**src/rtl/fetch_pkg.sv**
```systemverilog
// Shared types and constants for the instruction fetch sequencer.
// Optional feature macro used by the top: FETCH_BOUNDS_CHECK_EN.
package fetch_pkg;

  // Sequencer control states; encoding is visible on the debug state port.
  typedef enum logic [1:0] {
    IDLE = 2'd0,
    RUN  = 2'd1,
    HALT = 2'd2
  } fetch_state_e;

  // Instruction word that stops fetching once it has been handed to decode.
  localparam logic [31:0] HALT_INSTR_DEFAULT = 32'h0000_0000;

  // Return buffer depth: one slot per cycle of memory latency plus one for
  // the word decode is currently looking at.
  localparam int BUF_DEPTH = 2;

  // Width of the buffer occupancy counter (0..BUF_DEPTH).
  localparam int CNT_W = $clog2(BUF_DEPTH + 1);

endpackage

```
**src/rtl/fetch_skid_buf.sv**
```systemverilog
// Two-entry FIFO of {instr, pc} pairs returned from instruction memory.
// Push and pop in the same cycle keep the occupancy unchanged; flush empties
// the buffer and wins over a simultaneous push or pop.
module fetch_skid_buf
  import fetch_pkg::*;
#(
  parameter int PC_W = 7
) (
  input  logic             clk,
  input  logic             rst,
  input  logic             flush_i,
  input  logic             push_i,
  input  logic [31:0]      push_instr_i,
  input  logic [PC_W-1:0]  push_pc_i,
  input  logic             pop_i,
  output logic [CNT_W-1:0] count_o,
  output logic [31:0]      head_instr_o,
  output logic [PC_W-1:0]  head_pc_o
);

  logic [31:0]      instr_q [BUF_DEPTH];
  logic [PC_W-1:0]  pc_q    [BUF_DEPTH];
  logic             rd_ptr_q;
  logic             wr_ptr_q;
  logic [CNT_W-1:0] count_q;

  // Storage, pointers and occupancy; flush resets pointers without touching data.
  always_ff @(posedge clk or negedge rst) begin
    if (!rst) begin
      for (int i = 0; i < BUF_DEPTH; i++) begin
        instr_q[i] <= '0;
        pc_q[i]    <= '0;
      end
      rd_ptr_q <= 1'b0;
      wr_ptr_q <= 1'b0;
      count_q  <= '0;
    end else if (flush_i) begin
      rd_ptr_q <= 1'b0;
      wr_ptr_q <= 1'b0;
      count_q  <= '0;
    end else begin
      if (push_i) begin
        instr_q[wr_ptr_q] <= push_instr_i;
        pc_q[wr_ptr_q]    <= push_pc_i;
        wr_ptr_q          <= ~wr_ptr_q;
      end
      if (pop_i) begin
        rd_ptr_q <= ~rd_ptr_q;
      end
      case ({push_i, pop_i})
        2'b10:   count_q <= count_q + 1'b1;
        2'b01:   count_q <= count_q - 1'b1;
        default: count_q <= count_q;
      endcase
    end
  end

  assign count_o      = count_q;
  assign head_instr_o = instr_q[rd_ptr_q];
  assign head_pc_o    = pc_q[rd_ptr_q];

endmodule

```
**src/rtl/fetch_sequencer.sv**
```systemverilog
// Instruction fetch sequencer: owns the PC, issues one read per cycle to a
// synchronous (1-cycle latency) instruction memory when buffer credit allows,
// and hands returned words to decode over valid/ready.
// Optional feature macro: FETCH_BOUNDS_CHECK_EN (redirects beyond SIZE-1
// raise a sticky fetch_fault and halt the sequencer).
//
// Handshake: decode takes a word on any rising edge where out_valid and
// out_ready are both high; while out_valid=1 and out_ready=0 the presented
// out_instr/out_pc stay unchanged, and out_valid never drops without a transfer
// except on redirect, halt or reset.
module fetch_sequencer
  import fetch_pkg::*;
#(
  parameter int                  ADDRESS_WIDTH = 6,
  parameter int                  SIZE          = 32,
  parameter logic [ADDRESS_WIDTH:0] RESET_PC   = '0,
  parameter logic [31:0]         HALT_INSTR    = HALT_INSTR_DEFAULT
) (
  input  logic                 clk,
  input  logic                 rst,
  input  logic                 start,
  output logic [ADDRESS_WIDTH:0] imem_pc,
  input  logic [31:0]          imem_instr,
  input  logic                 br_valid,
  input  logic [ADDRESS_WIDTH:0] br_target,
  output logic                 out_valid,
  input  logic                 out_ready,
  output logic [31:0]          out_instr,
  output logic [ADDRESS_WIDTH:0] out_pc,
  output logic                 halted,
  output logic                 fetch_fault,
  output logic [1:0]           dbg_state
);

  localparam int              PC_W    = ADDRESS_WIDTH + 1;
  localparam logic [PC_W-1:0] LAST_PC = PC_W'(SIZE - 1);

  fetch_state_e    state_q, state_d;
  logic [PC_W-1:0] pc_q, pc_d;
  logic [PC_W-1:0] rd_pc_q, rd_pc_d;
  logic            inflight_q, inflight_d;

  logic             buf_flush;
  logic             buf_push;
  logic             buf_pop;
  logic [CNT_W-1:0] buf_count;
  logic [31:0]      head_instr;
  logic [PC_W-1:0]  head_pc;

  logic             transfer;
  logic             halt_seen;
  logic [CNT_W:0]   occupancy;
  logic             credit_ok;

`ifdef FETCH_BOUNDS_CHECK_EN
  logic fault_q, fault_d;
  logic target_oob;
  assign target_oob = (32'(br_target) >= 32'(SIZE));
`endif

  fetch_skid_buf #(
    .PC_W (PC_W)
  ) u_buf (
    .clk          (clk),
    .rst          (rst),
    .flush_i      (buf_flush),
    .push_i       (buf_push),
    .push_instr_i (imem_instr),
    .push_pc_i    (rd_pc_q),
    .pop_i        (buf_pop),
    .count_o      (buf_count),
    .head_instr_o (head_instr),
    .head_pc_o    (head_pc)
  );

  assign out_valid = (buf_count != '0);
  assign transfer  = out_valid & out_ready;
  assign halt_seen = transfer & (head_instr == HALT_INSTR);

  // Words already owed to the buffer (stored plus in flight), minus the one
  // leaving this cycle; a new read is only safe while this stays below depth.
  assign occupancy = {1'b0, buf_count} + {{CNT_W{1'b0}}, inflight_q}
                     - {{CNT_W{1'b0}}, transfer};
  assign credit_ok = (occupancy < (CNT_W + 1)'(BUF_DEPTH));

  // Next-state, PC, issue and buffer control; redirect takes priority over halt.
  always_comb begin
    state_d    = state_q;
    pc_d       = pc_q;
    rd_pc_d    = rd_pc_q;
    inflight_d = 1'b0;
    buf_flush  = 1'b0;
    buf_push   = 1'b0;
    buf_pop    = transfer;
`ifdef FETCH_BOUNDS_CHECK_EN
    fault_d    = fault_q;
`endif
    case (state_q)
      IDLE, HALT: begin
        if (start) begin
          state_d   = RUN;
          pc_d      = RESET_PC;
          buf_flush = 1'b1;
`ifdef FETCH_BOUNDS_CHECK_EN
          fault_d   = 1'b0;
`endif
        end
      end
      RUN: begin
        buf_push = inflight_q;
        if (br_valid) begin
          buf_flush = 1'b1;
          buf_push  = 1'b0;
`ifdef FETCH_BOUNDS_CHECK_EN
          if (target_oob) begin
            state_d = HALT;
            fault_d = 1'b1;
          end else begin
            pc_d = br_target;
          end
`else
          pc_d = br_target;
`endif
        end else if (halt_seen) begin
          state_d   = HALT;
          buf_flush = 1'b1;
          buf_push  = 1'b0;
        end else if (credit_ok) begin
          inflight_d = 1'b1;
          rd_pc_d    = pc_q;
          pc_d       = (pc_q == LAST_PC) ? '0 : pc_q + 1'b1;
        end
      end
      default: begin
        state_d   = IDLE;
        buf_flush = 1'b1;
      end
    endcase
  end

  // Control state, PC and in-flight read tracking.
  always_ff @(posedge clk or negedge rst) begin
    if (!rst) begin
      state_q    <= IDLE;
      pc_q       <= RESET_PC;
      rd_pc_q    <= '0;
      inflight_q <= 1'b0;
    end else begin
      state_q    <= state_d;
      pc_q       <= pc_d;
      rd_pc_q    <= rd_pc_d;
      inflight_q <= inflight_d;
    end
  end

`ifdef FETCH_BOUNDS_CHECK_EN
  // Sticky fault flag, cleared only by reset or a start.
  always_ff @(posedge clk or negedge rst) begin
    if (!rst) begin
      fault_q <= 1'b0;
    end else begin
      fault_q <= fault_d;
    end
  end
  assign fetch_fault = fault_q;
`else
  assign fetch_fault = 1'b0;
`endif

  assign imem_pc   = pc_q;
  assign out_instr = out_valid ? head_instr : '0;
  assign out_pc    = out_valid ? head_pc : '0;
  assign halted    = (state_q == HALT);
  assign dbg_state = state_q;

endmodule

```
**config.mk**
```make
export PLATFORM = sky130hd
export DESIGN_NAME = fetch_sequencer
export DESIGN_NICKNAME = d
export VERILOG_FILES = /design/src/rtl/fetch_pkg.sv /design/src/rtl/fetch_skid_buf.sv /design/src/rtl/fetch_sequencer.sv
export SDC_FILE = /design/constraint.sdc
export NUM_CORES = 1
export LEC_CHECK = 0
export BUFFER_PORTS_ARGS = -buffer_cell sky130_fd_sc_hd__buf_4
export CAP_MARGIN = 15
export CORE_ASPECT_RATIO = 0.8
export CORE_MARGIN = 2
export CORE_UTILIZATION = 56
export CTS_CLUSTER_DIAMETER = 40
export DETAILED_ROUTE_END_ITERATION = 16
export PLACE_DENSITY = 0.89
export SYNTH_ARGS = -nofsm -noshare
export SYNTH_HDL_FRONTEND = slang
export SYNTH_SLANG_ARGS = --single-unit
```
**constraint.sdc**
```tcl
create_clock -name clk -period 3.8 [get_ports clk]
set_input_delay 0.38 -clock clk [delete_from_list [all_inputs] [get_ports clk]]
set_output_delay 0.38 -clock clk [all_outputs]
set_load 0.02 [all_outputs]
```
# After elaboration in Yosys (flattened, before gate mapping)

Cells that the tools add are included.

Flip-flop bits (word level): 99
Input port bits: 44
Logic and storage cells: 93
Latch bits: 0
RAM bits: 0
Memories: 0
Memory bits (read-only): 0
Output and inout port bits: 51

Multipliers: 0
Magnitude comparators: 4
Eq/ne operators: 10
Reductions and logical operators: 13
Shift-type cells: 0
Muxes and demuxes: 41
Divide/modulo/power cells: 0
Add/sub/neg operators: 5
Bitwise logic cells: 9

Operator list:

| cell                                                                 | number |
|---|---|
| 32-bit 2-to-1 mux                                                    | 5 |
| 7-bit 2-to-1 mux                                                     | 10 |
| 64-bit bitwise mux                                                   | 1 |
| 32-bit demux with 1-bit select                                       | 1 |
| 32-bit logical NOT                                                   | 1 |
| 14-bit bitwise mux                                                   | 1 |
| 1-bit 2-to-1 mux                                                     | 14 |
| 7-bit one-hot mux with 2 select lines                                | 1 |
| 2-bit 2-to-1 mux                                                     | 4 |
| 2-bit one-hot mux with 2 select lines                                | 2 |
| 4-bit AND reduction                                                  | 2 |
| 2-bit nonzero test                                                   | 4 |
| 7-bit by 1-bit adder with 7-bit output, second input constant        | 1 |
| 7-bit demux with 1-bit select                                        | 1 |
| 7-bit by 5-bit == test with 1-bit output, second input constant      | 1 |
| 2-bit != test, second input constant                                 | 3 |
| 3-bit != test, second input constant                                 | 2 |
| 1-bit NOT                                                            | 5 |
| 2-bit by 1-bit == test with 1-bit output, second input constant      | 2 |
| 2-bit == test, second input constant                                 | 2 |
| 2-bit >= comparator, second input constant                           | 2 |
| 1-bit NOT with 2-bit output                                          | 2 |
| 2-bit by 1-bit adder with 3-bit output                               | 1 |
| 3-bit by 2-bit < comparator with 1-bit output, second input constant | 1 |
| other kinds (12)                                                     | 13 |

# Longest topological paths before layout

Gate-level depths: netlist of the first run.

Depth in word-level cells: 12
Depth in mapped cells: 10

# By module

A second synthesis of the first run with hierarchy kept.

Cells, all modules: 382
Area, all modules: 4996.0 µm²

Modules (own cells, without submodules):

| module          | area an instance (µm²) | cells an instance | instances |
|---|---|---|---|
| fetch_skid_buf  | 3557.2                 | 225               | 1 |
| fetch_sequencer | 1438.9                 | 157               | 1 |

# Worst setup path after synthesis of the first run

Ideal clock, no wire load.

Path kind: reg-to-reg
From: reg u_buf.count_q[1], in the netlist u_buf.count_o[1]
To: reg pc_q[0], in the netlist imem_pc[0]
Path slack: 1.144 ns
Period minus slack after synthesis: 2.656 ns
Setup time: 0.125 ns
Required time: 3.675 ns
Arrival time: 2.531 ns
Stages on the path, launching flop included: 11
Cells stage by stage: dfrtp_1 clkbuf_1 o21a_1 ha_1 nor2_1 fa_1 xnor2_1 o31ai_1 clkbuf_1 nand2_1 mux2_2

Longest elaborated chain between the ends: 6

RTL lines:

| what                                                                                           | line                   | text |
|---|---|---|
| start, declared                                                                                | fetch_skid_buf.sv:25   | `logic [CNT_W-1:0] count_q;` |
| start signal, assigned                                                                         | fetch_skid_buf.sv:51   | `2'b10: count_q <= count_q + 1'b1;` |
| start signal, assigned                                                                         | fetch_skid_buf.sv:52   | `2'b01: count_q <= count_q - 1'b1;` |
| start signal, assigned                                                                         | fetch_skid_buf.sv:53   | `default: count_q <= count_q;` |
| parallel branches: the longest is 5 deep, another holds 2-bit by 1-bit adder with 3-bit output | --                     |  |
| 4-bit AND reduction (no line) *                                                                | --                     |  |
| end signal, assigned                                                                           | fetch_sequencer.sv:150 | `pc_q <= pc_d;` |
| end, declared                                                                                  | fetch_sequencer.sv:39  | `logic [PC_W-1:0] pc_q, pc_d;` |

Mark *: on every way between the ends.
A chain may end at the register's enable or synchronous reset.

# Final worst setup path of the first run

From: reg u_buf.rd_ptr_q
To: reg u_buf.instr_q[52] in the netlist's numbering

Longest elaborated chain between the ends: 11

RTL lines:

| what                                                    | line                   | text |
|---|---|---|
| start, declared                                         | fetch_skid_buf.sv:23   | `logic rd_ptr_q;` |
| start signal, assigned                                  | fetch_skid_buf.sv:48   | `rd_ptr_q <= ~rd_ptr_q;` |
| 1-bit NOT with 2-bit output (implied by the code) *     | fetch_skid_buf.sv:59   | `assign head_instr_o = instr_q[rd_ptr_q];` |
| 32-bit 2-to-1 mux (implied by the code) * (3 in series) | fetch_skid_buf.sv:59   |  |
| 32-bit logical NOT *                                    | fetch_sequencer.sv:78  | `assign halt_seen = transfer & (head_instr == HALT_INSTR);` |
| 1-bit bitwise AND *                                     | fetch_sequencer.sv:78  |  |
| 1-bit 2-to-1 mux                                        | fetch_sequencer.sv:124 | `end else if (halt_seen) begin` |
| 1-bit 2-to-1 mux                                        | fetch_sequencer.sv:111 | `if (br_valid) begin` |
| 1-bit one-hot mux with 2 select lines                   | fetch_sequencer.sv:98  | `case (state_q)` |
| 1-bit NOT (no line)                                     | --                     |  |
| 2-bit AND reduction (no line) *                         | --                     |  |
| end signal, assigned by index                           | fetch_skid_buf.sv:43   | `instr_q[wr_ptr_q] <= push_instr_i;` |
| end, declared                                           | fetch_skid_buf.sv:21   | `logic [31:0] instr_q [BUF_DEPTH];` |

Mark *: on every way between the ends. The rest lies on a longest branch, timed or not. The select of a mux whose other input is x is not followed.

==> results of run 1 <==
[Yosys cell counts, drive strengths merged (2+ instances only)]
library cell,n
and3,2
dfrtp,99
clkbuf,12
a31oi,6
nor3,4
o22ai,2
nand2b,4
nand3,6
o21a,2
inv,10
a22oi,2
xnor2,3
a32oi,2
mux2i,39
mux2,87
ha,2
nor4,10
nand4,5
buf,12
nor3b,2
o21ai,9
or3,3
nor2,50
nor4b,2
a21oi,6
a211oi,2
o31ai,2
o21bai,2
nand2,18
[layout make-up]
cell class | count | area, um2 | area share
Sequential cell | 99 | 2480 | 0.400
Timing Repair Buffer | 102 | 766 | 0.124
Clock inverter | 4 | 97.6 | 0.0158
Multi-Input combinational cell | 284 | 2420 | 0.391
Tap cell | 115 | 144 | 0.0232
Inverter | 10 | 37.5 | 0.00606
Clock buffer | 12 | 246 | 0.0398
[power by group through the flow]
| stage | registers, mW | clock network (mW) | logic, mW |
|---|---|---|---|
| 2_1_floorplan | 1.88 | 0 | 1.49 |
| 3_3_place_gp | 1.98 | 0 | 1.98 |
| 3_5_place_dp | 2.03 | 0 | 2.06 |
| 4_1_cts | 2.03 | 1.05 | 2.10 |
| 5_1_grt | 2.11 | 1.10 | 2.25 |
| 6_report | 2.06 | 1.04 | 2.10 |
[per-layer routing]
metal	GRT usage	wire length [um]
met1	0.388	5630
met2	0.439	6110
met3	0.0488	759
met4	0.113	327
met5	0	0
[through the flow]
stage	hold slack (ps)	worst slack, ps	total power, mW
detailed placement	483	466	4.09
global route	268	155	5.46
global placement	467	633	3.96
CTS	222	363	5.18
floorplan	84.4	1140	3.37
finish	189	329	5.20
[cells by family after synthesis]
| group | synth area share |
|---|---|
| buffers and inverters | 0.0373 |
| multiplexers | 0.299 |
| adder cells (fa/ha/maj) | 0.00888 |
| AO/OA/AOI/OAI | 0.0545 |
| AND/OR/NAND/NOR | 0.106 |
| XOR/XNOR | 0.00518 |
| flip-flops | 0.489 |
| other | 0.000739 |
[path summary, 6_finish.rpt]
| kind | start | to | slack [ps] | cells past startpoint |
|---|---|---|---|---|
| worst min-delay path | rst | imem_pc[5] | 190 | 1 |
| worst max-delay path | u_buf.rd_ptr_q | u_buf.instr_q[52] | 330 | 7 |
| max in group asynchronous | rst | u_buf.pc_q[1] | 2710 | 2 |
| worst min register to register | u_buf.pc_q[5] | u_buf.pc_q[5] | 490 | 1 |
| worst max register to register | u_buf.rd_ptr_q | u_buf.instr_q[52] | 330 | 7 |
| min in group clk | start | dbg_state[1] | 260 | 2 |
[registers in the layout (all words and copies together) (netlist names)]
| register | cells |
|---|---|
| dbg_state | 2 |
| imem_pc | 7 |
| inflight_q | 1 |
| rd_pc_q | 7 |
| u_buf.count_o | 2 |
| u_buf.instr_q | 64 |
| u_buf.pc_q | 14 |
| u_buf.rd_ptr_q | 1 |
| u_buf.wr_ptr_q | 1 |
==> reports/metrics.csv, run 1 <==
stage,metric,value,unit
power,p_comb_frac,0.403,
final_layout,drive_gt1_frac,0.393,
detailed_routing,dr.pass1.iters,6,
floorplanning,io_pins,95,
cts,numClockSinks,99,
worst_setup_path,required,4020,ps
power,power.leakage,2.79,nW
power,seqPwrFrac,0.396,
placed_design,dp_hpwl,8540,um
worst_setup_path,cp.arrival,3690,ps
grt,grt_pass1_vias,3747,
final_layout,final_util,0.694,
cts,clockBufferDepth,2,
detailed_routing,wl,12800,um
detailed_routing,viasPerCell,6.01,
worst_setup_path,cp-end-kind,register,
yosys,syn-mean-instance-area,12.2,um2
floorplanning,dieWidth,110,um
sta,clock_skew,9.66,ps
placed_design,placed_area,0.00585,mm2
worst_setup_path,critical-path-top-delay-family,simple AND/OR/NAND/NOR gates,
power,clockPowerShare,0.201,
worst_setup_path,cp_cell_sequence,mux2i_1 -> nand4_1 -> o22ai_1 -> nand2_2 -> nor3b_4 -> buf_4 -> mux2_4,
final_layout,nets,553,
hold_path,hold_path.class,in -> async,
final_layout,final_cell_mix,"102 x buf_4, 98 x dfrtp_1, 49 x nor2_1",
final_layout,final_common_cell,buf_4,
placed_design,placedCellCount,610,
yosys,ys_warn_count,0,
detailed_routing,drc_errors,0,
cts,cts_resized,0,
yosys,synth_area_leader_cell,dfrtp_1,
final_layout,n_antenna_cell,0,
cts,root_buffer,clkbuf_16,
floorplanning,die_h,89.1,um
power,swShare,0.365,
sta,max_freq,288,MHz
detailed_routing,wl_per_cell,20.5,um
grt,antenna_found_initial,0,
grt,overflow,0,
floorplanning,core_area,0.00892,mm2
run_status,status,"finished, final reports clean",
power,ir_drop,0.340,mV
yosys,syn_area,0.00507,mm2
yosys,async_flop_share,1.00,
sta,final_max_slew_viol_count,0,
sta,finalCriticalPeriod,3470,ps
cts,htreeDepth,3,
worst_setup_path,cp_max_fo,24,
cts,clock_latency,340,ps
sta,min_period_over_period,0.913,
job,maxCapViolations,0,
floorplanning,dieArea,0.00984,mm2
placed_design,routabilityCongestion,0.841,
yosys,synth_edf_count,0,
cts,cts_buffers,9,
worst_setup_path,crit_slowest_cell,nor3b_4,
final_layout,stdcell_count,626,
yosys,synth_cell_types,51,
worst_setup_path,crit_type,reg -> reg,
final_layout,num-fill-cells,600,
power,power.net_switching,1.90,mW
grt,track_usage,0.279,
detailed_routing,ant_nets,0,
worst_setup_path,start_kind,register,
power,cellPowerDensity,839,mW/mm2
sta,tns,0,ps
grt,grt_first_pass_wirelength,20500,um
cts,cts_tree,built,
worst_setup_path,cp_num_buf_inv,1,
cts,hold_buffers,0,
power,p_int,3.30,mW
floorplanning,rows,31,
sta,hold_violations,0,
cts,cts_setup_buffers,0,
yosys,synth_ff_type,dfrtp_1,
sta,rsz0062_at_grt,false,
final_layout,design_area,0.00619,mm2
placed_design,io_buffers,93,
sta,finalSetupViolations,0,
yosys,syn-num-nets,464,
yosys,syn_inst,417,
detailed_routing,drt-initial-drc-count,283,
worst_setup_path,slowest_delay,930,ps
sta,tightest_slew,1140,ps
cts,clk_pin_slew_worst_paths,70,ps
floorplanning,initial_utilization,0.568,
yosys,yosys.area.top_type_share,0.489,
yosys,synth_area_leaders,"dfrtp_1 49%, mux2_4 12%, mux2_2 8.4%",
grt,grt_max_degree,77,
yosys,synth_seq_cells,99,
yosys,yosysSeqAreaShare,0.489,
detailed_routing,vias,3763,
final_layout,synthToLayoutAreaGrowth,22.2,%
sta,max_slew_margin,0.240,
(Power assumes the default switching activity.)
==> run 2, diff against run 1 <==
==> config.mk (replaced) <==
export PLATFORM = sky130hd
export DESIGN_NAME = fetch_sequencer
export DESIGN_NICKNAME = d
export VERILOG_FILES = /design/src/rtl/fetch_pkg.sv /design/src/rtl/fetch_skid_buf.sv /design/src/rtl/fetch_sequencer.sv
export SDC_FILE = /design/constraint.sdc
export NUM_CORES = 1
export LEC_CHECK = 0
export CAP_MARGIN = 15
export CORE_MARGIN = 2
export CORE_UTILIZATION = 59
export CTS_CLUSTER_DIAMETER = 40
export DETAILED_ROUTE_END_ITERATION = 16
export DONT_BUFFER_PORTS = 1
export PLACE_DENSITY = 0.84
export SYNTH_ARGS = -nofsm -noshare
export SYNTH_HDL_FRONTEND = slang
export SYNTH_SLANG_ARGS = --single-unit
==> reports/metrics.csv, run 2 (synthesis gave the netlist of run 1 again) <==
stage,metric,value,unit,change
final_layout,num-fill-cells,615,,was 600
sta,min_period_over_period,0.783,,was 0.913
cts,root_buffer,clkbuf_8,,was clkbuf_16
cts,clk_pin_slew_worst_paths,90,ps,was 70 ps
power,clockPowerShare,0.156,,was 0.201
final_layout,largest-register,u_buf.instr_q,,unchanged
placed_design,placed_area,0.00514,mm2,was 0.00585 mm2
detailed_routing,dr.pass1.iters,4,,was 6
grt,track_usage,0.230,,was 0.279
worst_setup_path,cp.arrival,3220,ps,was 3690 ps
detailed_routing,wl_per_cell,20.3,um,was 20.5 um
final_layout,final_common_cell,dfrtp_1,,was buf_4
final_layout,final_cell_mix,"98 x dfrtp_1, 49 x nor2_1, 39 x mux2i_1, 39 x mux2_4, 38 x mux2_2",,"was 102 x buf_4, 98 x dfrtp_1, 49 x nor2_1"
sta,finalSetupViolations,0,,unchanged
worst_setup_path,crit_type,reg -> reg,,unchanged
power,seqPwrFrac,0.465,,was 0.396
detailed_routing,ant_nets,0,,unchanged
floorplanning,die_h,96.7,um,was 89.1 um
grt,grt_first_pass_wirelength,17400,um,was 20500 um
cts,cts_resized,0,,unchanged
worst_setup_path,crit_top_cell,buf_4,,
power,power.net_switching,1.71,mW,was 1.90 mW
power,swShare,0.387,,was 0.365
final_layout,synthToLayoutAreaGrowth,6.04,%,was 22.2%
power,power.leakage,2.28,nW,was 2.79 nW
final_layout,largest_reg_flops,64,,unchanged
placed_design,io_buffers,0,,was 93
cts,numClockSinks,99,,unchanged
power,ir_drop,0.425,mV,was 0.340 mV
worst_setup_path,cp_cell_sequence,buf_4 -> nor4b_1 -> nand2_1 -> a211oi_2 -> nand2_2 -> nor3b_4 -> buf_4 -> mux2_4,,was mux2i_1 -> nand4_1 -> o22ai_1 -> nand2_2 -> nor3b_4 -> buf_4 -> mux2_4
worst_setup_path,cp_max_fo,24,,unchanged
power,p_comb_frac,0.379,,was 0.403
detailed_routing,viasPerCell,6.14,,was 6.01
detailed_routing,vias,3224,,was 3763
detailed_routing,wl,10600,um,was 12800 um
power,cellPowerDensity,824,mW/mm2,was 839 mW/mm2
final_layout,reg_top3,"u_buf.instr_q (64), u_buf.pc_q (14)",,unchanged
final_layout,drive_gt1_frac,0.262,,was 0.393
cts,cts_setup_buffers,0,,unchanged
floorplanning,io_pins,95,,unchanged
sta,tightest_slew,926,ps,was 1140 ps
final_layout,n_antenna_cell,0,,unchanged
placed_design,dp_hpwl,7420,um,was 8540 um
worst_setup_path,cp-end-kind,register,,unchanged
sta,clock_skew,10.9,ps,was 9.66 ps
cts,clockBufferDepth,2,,unchanged
final_layout,design_area,0.00538,mm2,was 0.00619 mm2
cts,cts_buffers,9,,unchanged
grt,antenna_found_initial,0,,unchanged
floorplanning,dieArea,0.00935,mm2,was 0.00984 mm2
hold_path,hold_path.class,in -> reg,,was in -> async
floorplanning,initial_utilization,0.614,,was 0.568
sta,tns,0,ps,unchanged
grt,grt_max_degree,100,,was 77
detailed_routing,drc_errors,0,,unchanged
run_status,status,"finished, final reports clean",,unchanged
cts,cts_tree,built,,unchanged
placed_design,routabilityCongestion,0.877,,was 0.841
power,p_int,2.72,mW,was 3.30 mW
sta,fin_hold_ws,121,ps,was 189 ps
grt,overflow,0,,unchanged
sta,rsz0062_at_grt,false,,unchanged
sta,final_max_slew_viol_count,0,,unchanged
job,maxCapViolations,0,,unchanged
detailed_routing,drt-initial-drc-count,99,,was 283
worst_setup_path,required,4050,ps,was 4020 ps
worst_setup_path,crit_slowest_cell,dfrtp_2,,was nor3b_4
sta,hold_violations,0,,unchanged
floorplanning,rows,33,,was 31
worst_setup_path,start_kind,register,,unchanged
cts,clock_latency,360,ps,was 340 ps
worst_setup_path,slowest_delay,750,ps,was 930 ps
final_layout,nets,462,,was 553
sta,finalCriticalPeriod,2970,ps,was 3470 ps
sta,max_freq,336,MHz,was 288 MHz
sta,max_slew_margin,0.381,,was 0.240
floorplanning,core_area,0.00826,mm2,was 0.00892 mm2
cts,htreeDepth,3,,unchanged
floorplanning,dieWidth,96.7,um,was 110 um
grt,grt_pass1_vias,3336,,was 3747
==> run 2: final timing paths <==
kind	start	end	slack, ps	cells past startpoint
setup / recovery	u_buf.rd_ptr_q	u_buf.instr_q[33]	830	8
hold / removal	start	dbg_state[1]	120	1
setup reg to reg	u_buf.rd_ptr_q	u_buf.instr_q[33]	830	8
hold reg to reg	u_buf.pc_q[0]	u_buf.pc_q[0]	500	1
max in group asynchronous	rst	u_buf.rd_ptr_q	2820	2
min in group asynchronous	rst	u_buf.instr_q[54]	610	2
==> run 2: cell type report <==
| class | instances | area (um2) | share of cell area |
|---|---|---|---|
| clock buffer | 10 | 128 | 0.0237 |
| clock inverter | 6 | 72.6 | 0.0135 |
| inverter | 10 | 37.5 | 0.00698 |
| multi-input combinational | 284 | 2420 | 0.451 |
| sequential | 99 | 2480 | 0.461 |
| tap | 105 | 131 | 0.0244 |
| timing repair buffer | 11 | 105 | 0.0195 |
==> run 2: metrics by stage <==
stage	util	setup WS [ps]	cells	total power, mW
6_report	0.651	826	525	4.43
3_5_place_dp	0.622	844	507	3.73
2_1_floorplan	-	1140	417	3.37
5_1_grt	0.651	558	525	4.69
4_1_cts	0.651	822	525	4.46
3_3_place_gp	0.622	897	507	3.64
==> run 2: timing repair <==
item	CTS	global route
setup endpoints to repair	0	0
hold buffers	2	0
endpoints found under the hold margin	99	0
==> run 2: layer usage <==
metal | vias up | track usage | part of all wire
met3 | 13 | 0.0737 | 0.072
met1 | 1605 | 0.294 | 0.42
li1 | 1484 | - | -
met4 | 0 | 0.0618 | 0.011
met2 | 122 | 0.379 | 0.50
met5 | - | 0 | 0
==> run 2: critical path, delay by kind of cell, from the launching register on <==
| family | cells | cell delay [ps] |
|---|---|---|
| DFF | 1 | 750 |
| and+or+nand+nor | 4 | 810 |
| buffers and inverters | 2 | 570 |
| AOI/OAI and AO/OA | 1 | 380 |
| muxes | 1 | 340 |
==> run 2: power groups by stage <==
| stage | Clock (mW) | Combinational [mW] | Sequential, mW |
|---|---|---|---|
| floorplan | 0 | 1.49 | 1.88 |
| global route | 0.744 | 1.82 | 2.12 |
| global placement | 0 | 1.61 | 2.04 |
| CTS | 0.708 | 1.70 | 2.05 |
| finish | 0.692 | 1.68 | 2.06 |
| detailed placement | 0 | 1.66 | 2.07 |
==> run 3, diff against run 2 <==
==> constraint.sdc (replaced) <==
create_clock -name clk -period 3 [get_ports clk]
set_input_delay 0.3 -clock clk [delete_from_list [all_inputs] [get_ports clk]]
set_output_delay 0.3 -clock clk [all_outputs]
set_load 0.02 [all_outputs]
==> reports/metrics.csv, run 3 (synthesis gave the netlist of run 1 again) <==
stage,metric,value,unit,change
run_status,status,"finished, final reports clean",,unchanged
detailed_routing,wl_per_cell,19.8,um,was 20.3 um
final_layout,drive_gt1_frac,0.267,,was 0.262
worst_setup_path,cp_cell_sequence,o21a_1 -> ha_1 -> nor2_1 -> fa_1 -> o31ai_1 -> buf_4 -> nand2_1 -> mux2_2,,was buf_4 -> nor4b_1 -> nand2_1 -> a211oi_2 -> nand2_2 -> nor3b_4 -> buf_4 -> mux2_4
final_layout,n_antenna_cell,0,,unchanged
cts,numClockSinks,99,,unchanged
grt,grt_max_degree,100,,unchanged
cts,root_buffer,clkbuf_8,,unchanged
sta,final_max_slew_viol_count,0,,unchanged
detailed_routing,viasPerCell,6.07,,was 6.14
placed_design,dp_hpwl,7360,um,was 7420 um
sta,max_freq,374,MHz,was 336 MHz
placed_design,routabilityCongestion,0.851,,was 0.877
cts,clockBufferDepth,2,,unchanged
cts,cts_resized,0,,unchanged
detailed_routing,vias,3211,,was 3224
final_layout,final_cell_mix,"98 x dfrtp_1, 49 x nor2_1, 39 x mux2i_1, 39 x mux2_4, 38 x mux2_2",,unchanged
final_layout,reg_top3,"u_buf.instr_q (64), u_buf.pc_q (14)",,unchanged
floorplanning,rows,33,,unchanged
final_layout,num-fill-cells,627,,was 615
worst_setup_path,cp-end-kind,register,,unchanged
final_layout,largest-register,u_buf.instr_q,,unchanged
detailed_routing,ant_nets,0,,unchanged
detailed_routing,drt-initial-drc-count,117,,was 99
sta,hold_violations,0,,unchanged
floorplanning,dieWidth,96.7,um,unchanged
grt,grt_pass1_vias,3353,,was 3336
final_layout,nets,466,,was 462
final_layout,multi_input_area,0.00242,mm2,unchanged
final_layout,largest_reg_flops,64,,unchanged
final_layout,ff_latch_area,0.00248,mm2,unchanged
sta,max_slew_margin,0.355,,was 0.381
cts,cts_tree,built,,unchanged
sta,rsz0062_at_grt,false,,unchanged
final_layout,synthToLayoutAreaGrowth,6.07,%,was 6.04%
sta,clock_skew,12.6,ps,was 10.9 ps
worst_setup_path,crit_type,reg -> reg,,unchanged
sta,tightest_slew,965,ps,was 926 ps
cts,cts_buffers,9,,unchanged
floorplanning,initial_utilization,0.614,,unchanged
hold_path,hold_path.class,in -> reg,,unchanged
worst_setup_path,cp_max_fo,10,,was 24
worst_setup_path,cp.arrival,2930,ps,was 3220 ps
floorplanning,die_h,96.7,um,unchanged
cts,clock_latency,360,ps,about the same
power,ir_drop,0.569,mV,was 0.425 mV
sta,finalCriticalPeriod,2670,ps,was 2970 ps
cts,clk_pin_slew_worst_paths,90,ps,about the same
detailed_routing,wl,10500,um,was 10600 um
sta,finalSetupViolations,0,,unchanged
worst_setup_path,required,3250,ps,was 4050 ps
placed_design,io_buffers,0,,unchanged
sta,tns,0,ps,unchanged
floorplanning,core_area,0.00826,mm2,unchanged
floorplanning,io_pins,95,,unchanged
power,power.leakage,2.28,nW,about the same
job,maxCapViolations,0,,unchanged
worst_setup_path,slowest_delay,480,ps,was 750 ps
floorplanning,dieArea,0.00935,mm2,unchanged
power,power,5.49,mW,was 4.43 mW
detailed_routing,drc_errors,0,,unchanged
detailed_routing,dr.pass1.iters,4,,unchanged
grt,track_usage,0.231,,was 0.230
grt,antenna_found_initial,0,,unchanged
cts,htreeDepth,3,,unchanged
sta,min_period_over_period,0.892,,was 0.783
power,cellPowerDensity,1020,mW/mm2,was 824 mW/mm2
worst_setup_path,start_kind,register,,unchanged
final_layout,final_common_cell,dfrtp_1,,unchanged
grt,grt_first_pass_wirelength,17400,um,about the same
worst_setup_path,crit_slowest_cell,dfrtp_1,,was dfrtp_2
grt,overflow,0,,unchanged
-- run 3: cell count changes in the layout (fill, tap and decap cells not counted), sizes merged --
cell	change
buf	+4
inv	-3
clkbuf	+2
clkinv	+2
bufinv	-1
-- run 3: path summary, 6_finish.rpt --
path / from / end / slack, ps / depth (start not counted)
min reg2reg: u_buf.pc_q[5] / u_buf.pc_q[5] / 490 / 1
min in group asynchronous: rst / u_buf.instr_q[57] / 520 / 2
max in group asynchronous: rst / u_buf.rd_ptr_q / 2090 / 2
max reg2reg: u_buf.count_o[0] / imem_pc[0] / 330 / 8
min: start / dbg_state[1] / 50 / 1
max: u_buf.count_o[0] / imem_pc[0] / 330 / 8
-- run 3: final cells by class --
class                   instances  share of cell area
flip-flops and latches         99               0.461
multi-input cells             284               0.451
clock buffers                  12              0.0270
repair buffers                 15              0.0251
well taps                     105              0.0244
inverters                      10             0.00698
clock inverters                 4             0.00488
-- run 3: per-layer routing --
layer,routed length (um),vias to the layer above,GRT usage
met4,92,0,0.0531
li1,-,1493,-
met2,5250,101,0.380
met3,642,10,0.0744
met5,0,-,0
met1,4490,1607,0.301
-- run 3: power breakdown --
| group | total [mW] | switching (mW) | internal [mW] | leakage [nW] |
|---|---|---|---|---|
| Combinational | 2.14 | 1.05 | 1.09 | 0.978 |
| Sequential | 2.59 | 0.635 | 1.96 | 1.22 |
| Clock | 0.756 | 0.432 | 0.324 | 0.0863 |
| Total | 5.49 | 2.11 | 3.37 | 2.28 |
-- run 3: worst max-delay path, delay by kind of cell (launching register included) --
| family | cells | cell delay, ps |
|---|---|---|
| compound gates | 2 | 630 |
| fa+ha+maj | 2 | 750 |
| buf+inv | 1 | 230 |
| flops | 1 | 480 |
| mux | 1 | 280 |
| simple gates | 2 | 190 |
-- run 3: repair_timing --
action                                 in CTS  in global routing
buffers inserted                            0                  0
hold buffers                                2                  0
endpoints found under the hold margin      99                  0
setup endpoints to repair                   0                  0
-- run 3: through the flow --
stage | instances | setup WS [ps] | instance area, um2 | hold slack (ps) | utilization
floorplan | 417 | 344 | 5070 | 4.41 | -
global placement | 511 | 373 | 5170 | 6.57 | 0.626
detailed placement | 511 | 349 | 5170 | 6.95 | 0.626
CTS | 529 | 335 | 5380 | 26.1 | 0.651
global route | 529 | 189 | 5380 | 16.3 | 0.651
finish | 529 | 325 | 5380 | 49.6 | 0.651
